--- config.mk ---
export PLATFORM = sky130hd
export DESIGN_NAME = fp_add_align
export DESIGN_NICKNAME = d
export VERILOG_FILES = /design/src/rtl/fp_pkg.sv /design/src/rtl/fp_unpack.sv /design/src/rtl/fp_add_align.sv
export SDC_FILE = /design/constraint.sdc
export NUM_CORES = 1
export LEC_CHECK = 0
export CORE_MARGIN = 10
export CORE_UTILIZATION = 25
export DETAILED_ROUTE_END_ITERATION = 10
export PLACE_DENSITY = 0.43
export RECOVER_POWER = 100
export SKIP_CTS_REPAIR_TIMING = 1
export SYNTH_ARGS = -nofsm -noshare
export SYNTH_HDL_FRONTEND = slang
export SYNTH_HIERARCHICAL = 1
export SYNTH_SLANG_ARGS = --single-unit
--- constraint.sdc ---
create_clock -name clk -period 4.7 [get_ports clk]
set_input_delay 0.705 -clock clk [delete_from_list [all_inputs] [get_ports clk]]
set_output_delay 0.705 -clock clk [all_outputs]
set_load 0.02 [all_outputs]
--- src/rtl/fp_pkg.sv ---
// Shared widths, FSM state encoding and the single-precision operand layout
// used by the floating-point add alignment stage.
package fp_pkg;

   localparam int EXP_W = 8;
   localparam int MAN_W = 23;
   // hidden bit + fraction + guard + round + sticky
   localparam int EXT_W = MAN_W + 4;

   typedef enum logic [1:0] {
      IDLE    = 2'd0,
      COMPARE = 2'd1,
      SHIFT   = 2'd2,
      DONE    = 2'd3
   } state_t;

   typedef struct packed {
      logic             sign;
      logic [EXP_W-1:0] exp;
      logic [MAN_W-1:0] frac;
   } fp32_t;

endpackage

--- src/rtl/fp_unpack.sv ---
// Splits one IEEE-754 operand into sign, effective exponent, extended
// mantissa {hidden, frac, guard, round, sticky} and an Inf/NaN flag.
// Denormals take an effective exponent of 1 so they align like the smallest
// normal value.
module fp_unpack import fp_pkg::*; #(
   parameter int EXP_W = fp_pkg::EXP_W,
   parameter int MAN_W = fp_pkg::MAN_W,
   parameter int EXT_W = fp_pkg::EXT_W
) (
   input  logic [EXP_W+MAN_W:0] value,
   output logic                 sign,
   output logic [EXP_W-1:0]     exp_eff,
   output logic [EXT_W-1:0]     man,
   output logic                 is_special
);

   logic [EXP_W-1:0] exp_raw;
   logic [MAN_W-1:0] frac;
   logic             hidden;

   assign sign       = value[EXP_W+MAN_W];
   assign exp_raw    = value[EXP_W+MAN_W-1:MAN_W];
   assign frac       = value[MAN_W-1:0];
   assign hidden     = |exp_raw;
   assign exp_eff    = hidden ? exp_raw : EXP_W'(1);
   assign man        = {hidden, frac, 3'b000};
   assign is_special = &exp_raw;

endmodule

--- src/rtl/fp_add_align.sv ---
// Alignment stage of a floating-point adder: orders two operands by
// magnitude and shifts the smaller mantissa right one bit per cycle until
// both share the larger exponent, folding lost bits into a sticky bit.
//
// Handshake: a transfer happens on a clock edge where valid and ready are
// both high. in_ready is high only in IDLE. out_valid is high only in DONE,
// and all outputs hold until out_ready is seen; neither ready input reaches
// any output combinationally.
module fp_add_align import fp_pkg::*; #(
   parameter int EXP_W = fp_pkg::EXP_W,
   parameter int MAN_W = fp_pkg::MAN_W,
   parameter int EXT_W = fp_pkg::EXT_W
) (
   input  logic                 clk,
   input  logic                 reset_n,
   input  logic                 in_valid,
   output logic                 in_ready,
   input  logic [EXP_W+MAN_W:0] a,
   input  logic [EXP_W+MAN_W:0] b,
   input  logic                 sub,
   output logic                 out_valid,
   input  logic                 out_ready,
   output logic [EXT_W-1:0]     man_big,
   output logic [EXT_W-1:0]     man_small,
   output logic [EXP_W-1:0]     exp_out,
   output logic                 sign_out,
   output logic                 eff_sub,
   output logic                 special
);

   // Beyond this distance every bit of the small mantissa lands in sticky.
   localparam logic [EXP_W:0] D_MAX = (EXP_W+1)'(EXT_W - 1);
   localparam logic [EXP_W:0] ONE   = (EXP_W+1)'(1);

   state_t state, state_next;

   logic [EXP_W+MAN_W:0] a_r, b_r;
   logic                 sub_r;
   logic [EXP_W:0]       cnt;

   logic                 sa, sb, spa, spb;
   logic [EXP_W-1:0]     ea, eb;
   logic [EXT_W-1:0]     ma, mb;

   logic                 a_big;
   logic [EXP_W-1:0]     exp_big;
   logic [EXT_W-1:0]     mbig_c, msmall_c;
   logic [EXP_W:0]       d;
   logic                 far;
   logic                 any_special;

   fp_unpack #(.EXP_W(EXP_W), .MAN_W(MAN_W), .EXT_W(EXT_W)) u_unpack_a (
      .value      (a_r),
      .sign       (sa),
      .exp_eff    (ea),
      .man        (ma),
      .is_special (spa)
   );

   fp_unpack #(.EXP_W(EXP_W), .MAN_W(MAN_W), .EXT_W(EXT_W)) u_unpack_b (
      .value      (b_r),
      .sign       (sb),
      .exp_eff    (eb),
      .man        (mb),
      .is_special (spb)
   );

   assign in_ready  = (state == IDLE);
   assign out_valid = (state == DONE);

   // Magnitude ordering and exponent distance; a wins ties.
   always_comb begin
      a_big       = (ea > eb) || ((ea == eb) && (ma >= mb));
      exp_big     = a_big ? ea : eb;
      mbig_c      = a_big ? ma : mb;
      msmall_c    = a_big ? mb : ma;
      d           = a_big ? ({1'b0, ea} - {1'b0, eb}) : ({1'b0, eb} - {1'b0, ea});
      far         = (d > D_MAX);
      any_special = spa | spb;
   end

   // Next-state decode.
   always_comb begin
      state_next = state;
      case (state)
         IDLE:    if (in_valid) state_next = COMPARE;
         COMPARE: begin
            if (any_special || (d == '0) || far) state_next = DONE;
            else                                 state_next = SHIFT;
         end
         SHIFT:   if (cnt == ONE) state_next = DONE;
         DONE:    if (out_ready) state_next = IDLE;
         default: state_next = IDLE;
      endcase
   end

   // State register.
   always_ff @(posedge clk) begin
      if (!reset_n) state <= IDLE;
      else          state <= state_next;
   end

   // Operand capture, result registers and the one-bit-per-cycle shifter.
   always_ff @(posedge clk) begin
      if (!reset_n) begin
         a_r       <= '0;
         b_r       <= '0;
         sub_r     <= 1'b0;
         cnt       <= '0;
         man_big   <= '0;
         man_small <= '0;
         exp_out   <= '0;
         sign_out  <= 1'b0;
         eff_sub   <= 1'b0;
         special   <= 1'b0;
      end else begin
         case (state)
            IDLE: begin
               if (in_valid) begin
                  a_r   <= a;
                  b_r   <= b;
                  sub_r <= sub;
               end
            end
            COMPARE: begin
               exp_out  <= exp_big;
               sign_out <= a_big ? sa : (sb ^ sub_r);
               eff_sub  <= sa ^ sb ^ sub_r;
               special  <= any_special;
               if (any_special) begin
                  man_big   <= '0;
                  man_small <= '0;
               end else if (far) begin
                  man_big   <= mbig_c;
                  man_small <= {{(EXT_W-1){1'b0}}, |msmall_c};
               end else begin
                  man_big   <= mbig_c;
                  man_small <= msmall_c;
                  cnt       <= d;
               end
            end
            SHIFT: begin
               man_small <= {1'b0, man_small[EXT_W-1:2], man_small[1] | man_small[0]};
               cnt       <= cnt - ONE;
            end
            default: ;
         endcase
      end
   end

endmodule

# Word level (Yosys, flattened, before mapping)
# Index checks and enable logic that the tools add are counted.
dict set report classes {
  n_mux 19
  order_cmp 3
  n_reduce_logical 15
  n_eq_ne 10
  bitwise 5
  n_addsub 3
}
# operator n
set op_table {}
lappend op_table {{2-to-1 mux 27 bit} 5}
lappend op_table {{one-hot mux 27 bit (2 select lines)} 1}
lappend op_table {{greater-or-equal comparator 27 bit} 1}
lappend op_table {{2-to-1 mux 9 bit} 3}
lappend op_table {{OR reduction 27 bit} 1}
lappend op_table {{2-to-1 mux 8 bit} 3}
lappend op_table {{one-hot mux 9 bit (2 select lines)} 1}
lappend op_table {{subtractor 8 x 8 -> 9 bit} 2}
lappend op_table {{AND reduction 8 bit} 2}
lappend op_table {{OR reduction 8 bit} 2}
lappend op_table {{== test 9 x 1 -> 1 bit (second input constant)} 1}
lappend op_table {{greater-than comparator 9 x 5 -> 1 bit (second input constant)} 1}
lappend op_table {{zero test 9 bit} 1}
lappend op_table {{subtractor 9 x 1 -> 9 bit (second input constant)} 1}
lappend op_table {{== test 8 bit} 1}
lappend op_table {{greater-than comparator 8 bit} 1}
lappend op_table {{!= test 2 bit (second input constant)} 4}
lappend op_table {{one-hot mux 2 bit (4 select lines)} 1}
lappend op_table {{2-to-1 mux 2 bit} 3}
lappend op_table {{AND reduction 3 bit} 2}
lappend op_table {{== test 2 bit (second input constant)} 2}
lappend op_table {{logical OR 1 bit} 3}
lappend op_table {{bitwise XOR 1 bit} 3}
lappend op_table {{== test 2 x 1 -> 1 bit (second input constant)} 1}
lappend op_table {{other kinds (7)} 9}
dict set report totals {
  elab_cells 66
  output_inout_bits 67
  reg_bits 141
}

# Depth between registers and ports, before layout
dict set report depth {
  depth_word 11
  depth_mapped 18
  mapped_depth_nobuf 17
}

# Cells and area by module
# Netlist, hierarchy kept.
# module area_each_um2 cells_each n_inst
set by_module_without_submodules {}
lappend by_module_without_submodules {fp_add_align 8089.0 1011 1}
lappend by_module_without_submodules {fp_unpack 289.0 43 2}

# Least setup slack after synthesis
# OpenSTA, ideal clock, no wires.
dict set report synth_path {
  kind {reg-to-reg}
  from {reg b_r[30]}
  to {reg cnt[0]}
  arrival_ps 3450
  path_buffers 1
  stages_incl_launch_ff 18
  period_less_slack_ps 3576
  slack_ps 1124
  setup_ps 126
  path_cell_list {dfxtp_1 -> nor4_2 -> a21o_1 -> ha_1 -> inv_1 -> fa_1 -> a21o_1 -> a221oi_2 -> nor2b_1 -> a22o_1 -> a32oi_1 -> nor3_1 -> o32ai_1 -> nor3_2 -> a21boi_1 -> buf_2 -> nand2b_4 -> o21ai_0}
}
dict set report synth_via {
  elab_chain_cells 9
  word_cells_on_any_way 19
  classes_between {add/sub (2); order compare (3); eq/ne (3); mux (5); bitwise (1); reduce/logical (5)}
}
# element line_no
set synth_lines {}
lappend synth_lines {{start, declared} fp_add_align.sv:37} ;# logic [EXP_W+MAN_W:0] a_r, b_r;
lappend synth_lines {{start signal, assigned} fp_add_align.sv:107} ;# b_r <= '0;
lappend synth_lines {{start signal, assigned} fp_add_align.sv:121} ;# b_r <= b;
lappend synth_lines {{OR reduction 8 bit *} fp_unpack.sv:24} ;# assign hidden = |exp_raw;
lappend synth_lines {{2-to-1 mux 8 bit *} fp_unpack.sv:25} ;# assign exp_eff = hidden ? exp_raw : EXP_W'(1);
lappend synth_lines {{via eb[0]} fp_add_align.sv:42} ;# logic [EXP_W-1:0] ea, eb;
lappend synth_lines {{parallel branches: the longest is 3 deep, another holds greater-than comparator 8 bit} --}
lappend synth_lines {{2-to-1 mux 9 bit *} fp_add_align.sv:77} ;# d = a_big ? ({1'b0, ea} - {1'b0, eb}) : ({1'b0, eb} - {1'b0, ea});
lappend synth_lines {{greater-than comparator 9 x 5 -> 1 bit / 2-to-1 mux 9 bit (equally long branches)} {fp_add_align.sv:78, fp_add_align.sv:133}}
lappend synth_lines {{!= test 2 bit (no line) / 2-to-1 mux 9 bit (equally long branches)} --}
lappend synth_lines {{AND reduction 3 bit (no line) / one-hot mux 9 bit (2 select lines) (equally long branches)} --}
lappend synth_lines {{end signal, assigned} fp_add_align.sv:144} ;# cnt <= cnt - ONE;
lappend synth_lines {{end, declared} fp_add_align.sv:39} ;# logic [EXP_W:0] cnt;
# Mark *: on every way through the listed nets, which the timed path passes. The select of a mux whose other input is x is not followed.
# A chain may end at the register's enable or synchronous reset.

# Worst setup path in the final report
dict set report layout_path {
  from {reg a_r[30]}
  to {reg man_small[26]}
}
dict set report layout_via {
  elab_chain_cells 10
  word_cells_on_any_way 17
  classes_between {add/sub (2); order compare (3); eq/ne (1); mux (6); bitwise (1); reduce/logical (4)}
}
# element line_no
set layout_lines {}
lappend layout_lines {{start, declared} fp_add_align.sv:37}
lappend layout_lines {{start signal, assigned} fp_add_align.sv:106} ;# a_r <= '0;
lappend layout_lines {{start signal, assigned} fp_add_align.sv:120} ;# a_r <= a;
lappend layout_lines {{OR reduction 8 bit *} fp_unpack.sv:24}
lappend layout_lines {{via ma[26]} fp_add_align.sv:43} ;# logic [EXT_W-1:0] ma, mb;
lappend layout_lines {{parallel branches: the longest is 6 deep, another holds greater-or-equal comparator 27 bit} --}
lappend layout_lines {{2-to-1 mux 27 bit *} fp_add_align.sv:133} ;# end else if (far) begin
lappend layout_lines {{2-to-1 mux 27 bit *} fp_add_align.sv:130} ;# if (any_special) begin
lappend layout_lines {{one-hot mux 27 bit (2 select lines) *} fp_add_align.sv:117} ;# case (state)
lappend layout_lines {{end signal, assigned} fp_add_align.sv:135} ;# man_small <= {{(EXT_W-1){1'b0}}, |msmall_c};
lappend layout_lines {{end signal, assigned} fp_add_align.sv:138} ;# man_small <= msmall_c;
lappend layout_lines {{end signal, assigned} fp_add_align.sv:143} ;# man_small <= {1'b0, man_small[EXT_W-1:2], man_small[1] | man_small[0]};
lappend layout_lines {{end, declared} fp_add_align.sv:24} ;# output logic [EXT_W-1:0] man_small,
# Mark *: on every way through the listed nets, which the timed path passes.

==> parameters.txt <==
Parameter                              Value

Run status
  Status    finished, violations left
  Violations in the final reports    max-capacitance violations, max-slew violations

GRT
  Vias in the first global route    7401
  Largest net degree at the start of global routing    92
  Aggregate global-route resource usage    13.3%
  First-pass GRT wire length    43800 um
  Sum of overflow across all layers after global routing    0
  Initial antenna violation count    0

Timing
  Final period utilization    around 90%
  Actual transition at the worst max-transition pin    3.94 ns
  Hold Vio Cnt, Final    0
  Worst-case clock skew    between 0.01 and 0.015 ns
  Number of pins with negative max-slew slack in the final report    92
  Final setup violation count    0
  Slew headroom    -163%
  Minimum period implied by the final worst setup slack    4.23 ns
  Highest clock frequency the design can meet    0.236 GHz
  Setup repair after global routing missed its margin    no
  Setup_tns    0 ns

Critical path
  Count of buffering cells on the critical path with inverters included    1
  Launching element type of the critical path    register
  Critical Path AT    4.57 ns
  Family of cells with the greatest summed delay on the critical path    simple AND/OR/NAND/NOR gates
  Type of the setup path with the least slack    reg2reg
  Worst path max stage delay    0.44 ns
  Worst Setup End Kind    register
  Cell type with the highest occurrence count on the critical path    sky130_fd_sc_hd__nor4_2
  Chain of cells forming the critical path    nor4_2 > nand3b_1 > ha_1 > nand4_1 > nor4_2 > a221oi_1 > a41o_4 > mux2i_1 > xnor2_1 > o211ai_2 > nand3_2 > buf_4 > or3_1 > a21boi_0
  Required time worst endpoint    approximately 5.0 ns
  Largest driver fanout on the critical path    32
  Master of the slowest instance on the critical path    sky130_fd_sc_hd__a41o_4

Floorplan
  Placeable Area    34400 um2
  # rows    just under 70
  # IOs    136
  Die Area    42500 um2
  Starting utilization of the core area    25.2%
  Height of the die    206 um
  Die width    206 um

Drt
  Total via count in the routed design    about 7500
  Detail Route Antenna Nets    0
  Routed vias/inst    4.67
  First-iteration detailed-routing DRC count    331
  Routed len/inst    about 18 um
  DR pass1 iterations    5
  Number of DRC violations after detailed routing    0
  Routed wire length    28500 um

Clock tree
  TritonCTS clock tree    yes
  Number of sinks on the clock net    between 100 and 150
  Count of H-tree levels built during CTS    4
  Maximum clock insertion buffer count    2
  Buffer type at the clock tree root    sky130_fd_sc_hd__clkbuf_16
  Clock slew seen by the registers of the worst setup and hold paths    roughly 0.070 ns
  Later-pin clock latency in the skew report    0.42 ns
  TritonCTS buffer count    17

Yosys
  Synth cell count leaders    sky130_fd_sc_hd__nand2_1 (187), sky130_fd_sc_hd__dfxtp_1 (141), sky130_fd_sc_hd__inv_1 (85)
  Proportion of synthesized chip area in sequential cells    32.6%
  Number of different library cells in the post-synthesis netlist    62
  Syn. warnings    6
  Avg Inst Size Synth    7.90 um2
  Cell area after synthesis    8670 um2
  Area share of the leading cell type in the synthesized netlist    32.6%
  Yosys reg bits    about 140
  Dominant cell by count in the synthesized netlist    sky130_fd_sc_hd__nand2_1
  Asr flop ratio synth    0%
  Cells after Synth    1097
  Top flip-flop cell by instance count after synthesis    sky130_fd_sc_hd__dfxtp_1
  Biggest area contributors in the synthesized netlist    sky130_fd_sc_hd__dfxtp_1 (33%), sky130_fd_sc_hd__nand2_1 (8.1%), sky130_fd_sc_hd__ha_1 (7.1%)
  Count of flip-flops with a built-in enable after synthesis    0
  Synth area leader    sky130_fd_sc_hd__dfxtp_1

Place
  Count of port buffers added during placement    135
  Final weighted congestion in routability-driven placement    between 0.8 and 0.9
  DP Wirelength    about 21000 um

Cells and area
  Total number of nets in the final design    1253
  Final antenna diode count    0
  Proportion of layout cells with a drive suffix above 1    5.68%
  Syn-to-layout area delta    22.3%

Pwr
  Overall power after layout    0.00743 W
  P per Cell Area    701 nW/um2
  Leakage component of the power    4.41 nW
  IR Drop Worst-Case VDD    614 uV

Run
  Number of maximum-capacitance constraint violations    1

Min path
  Type of the most critical hold path    reg2reg
final cells by class:
cell class	instances	area, um2
fill	3755	23800
multi-input combinational	736	4810
sequential	141	2820
timing repair buffer	152	1470
tap	455	569
clock buffer	18	439
inverter	85	319
clock inverter	13	176
final timing paths:
path	from	endpoint	slack, ns	cells after the start
worst max-delay path	a_r[30]	man_small[26]	0.47	14
worst min-delay path	exp_out[0]	exp_out[0]	0.48	1
worst max register to register	a_r[30]	man_small[26]	0.47	14
worst min register to register	exp_out[0]	exp_out[0]	0.48	1
registers in the layout, summed over array words and instances, names as in the netlist:
name and count:
exp_out 8, state 2, cnt 9, special 1
man_small 27, a_r 32, sub_r 1, b_r 32
man_big 27, sign_out 1, eff_sub 1
layer usage:
layer | wire length (um) | vias to the layer above | part of all wire [%] | global-route usage (%)
li1 | - | 3788 | - | -
met1 | 14600 | 3514 | 51 | 19.0
met2 | 12200 | 160 | 43 | 19.8
met3 | 1290 | 16 | 4.5 | 2.60
met4 | 374 | 0 | 1.3 | 3.67
met5 | 0 | - | 0 | 0
through the flow:
stage / hold WS, ns / utilization (%) / cells / setup WS [ns] / area (um2)
detailed placement: 0.471 / 29.1 / 1569 / 0.394 / 9990
CTS: 0.480 / 30.9 / 1600 / 0.347 / 10600
global placement: 0.464 / 29.1 / 1569 / 0.576 / 9990
global route: 0.502 / 30.8 / 1600 / 0.0625 / 10600
finish: 0.479 / 30.8 / 1600 / 0.468 / 10600
floorplan: 0.444 / - / 1101 / 1.12 / 8680
cells by family (layout without fill, tap and decap cells):
kind of cell	count (synthesis)	count (layout)	synth area share, %
compound gates	290	290	24.0
xor+xnor	9	9	0.909
buf+inv	224	268	12.4
flops	141	141	32.6
mux	38	38	4.42
fa+ha+maj	51	51	7.54
other cells	2	6	0.0866
simple gates	342	342	18.0
cells in the final DEF (no fill, tap or decap), types with 3 or more instances in the layout:
cell type,count
sky130_fd_sc_hd__o21ai_0,24
sky130_fd_sc_hd__and2_1,15
sky130_fd_sc_hd__clkbuf_16,17
sky130_fd_sc_hd__o211ai_1,41
sky130_fd_sc_hd__ha_1,47
sky130_fd_sc_hd__nor2_1,48
sky130_fd_sc_hd__nor3_1,12
sky130_fd_sc_hd__dfxtp_1,141
sky130_fd_sc_hd__o22ai_1,29
sky130_fd_sc_hd__xor2_1,4
sky130_fd_sc_hd__clkbuf_2,3
sky130_fd_sc_hd__mux2i_1,36
sky130_fd_sc_hd__a21oi_1,48
sky130_fd_sc_hd__conb_1,6
sky130_fd_sc_hd__inv_6,6
sky130_fd_sc_hd__dlygate4sd3_1,67
sky130_fd_sc_hd__and3_1,3
sky130_fd_sc_hd__clkdlybuf4s50_1,67
sky130_fd_sc_hd__nor2b_1,6
sky130_fd_sc_hd__nand3b_1,3
sky130_fd_sc_hd__nor4_2,3
sky130_fd_sc_hd__a21boi_0,69
sky130_fd_sc_hd__or3_1,4
sky130_fd_sc_hd__a211oi_1,4
sky130_fd_sc_hd__bufinv_16,3
sky130_fd_sc_hd__nor4_1,14
sky130_fd_sc_hd__o2bb2ai_1,3
sky130_fd_sc_hd__and2_0,13
sky130_fd_sc_hd__nand3_1,10
sky130_fd_sc_hd__nand4_1,13
sky130_fd_sc_hd__o211a_1,33
sky130_fd_sc_hd__xnor2_1,5
sky130_fd_sc_hd__nand2_1,186
sky130_fd_sc_hd__a21o_1,14
sky130_fd_sc_hd__inv_1,85
sky130_fd_sc_hd__buf_4,14
power by group:
part           leakage [nW]  internal (W)  switching (W)
logic                  2.95       0.00161        0.00259
registers              1.15       0.00148       0.000298
clock network         0.304      0.000862       0.000585
Note: power is estimated with default switching activity, not from simulation.
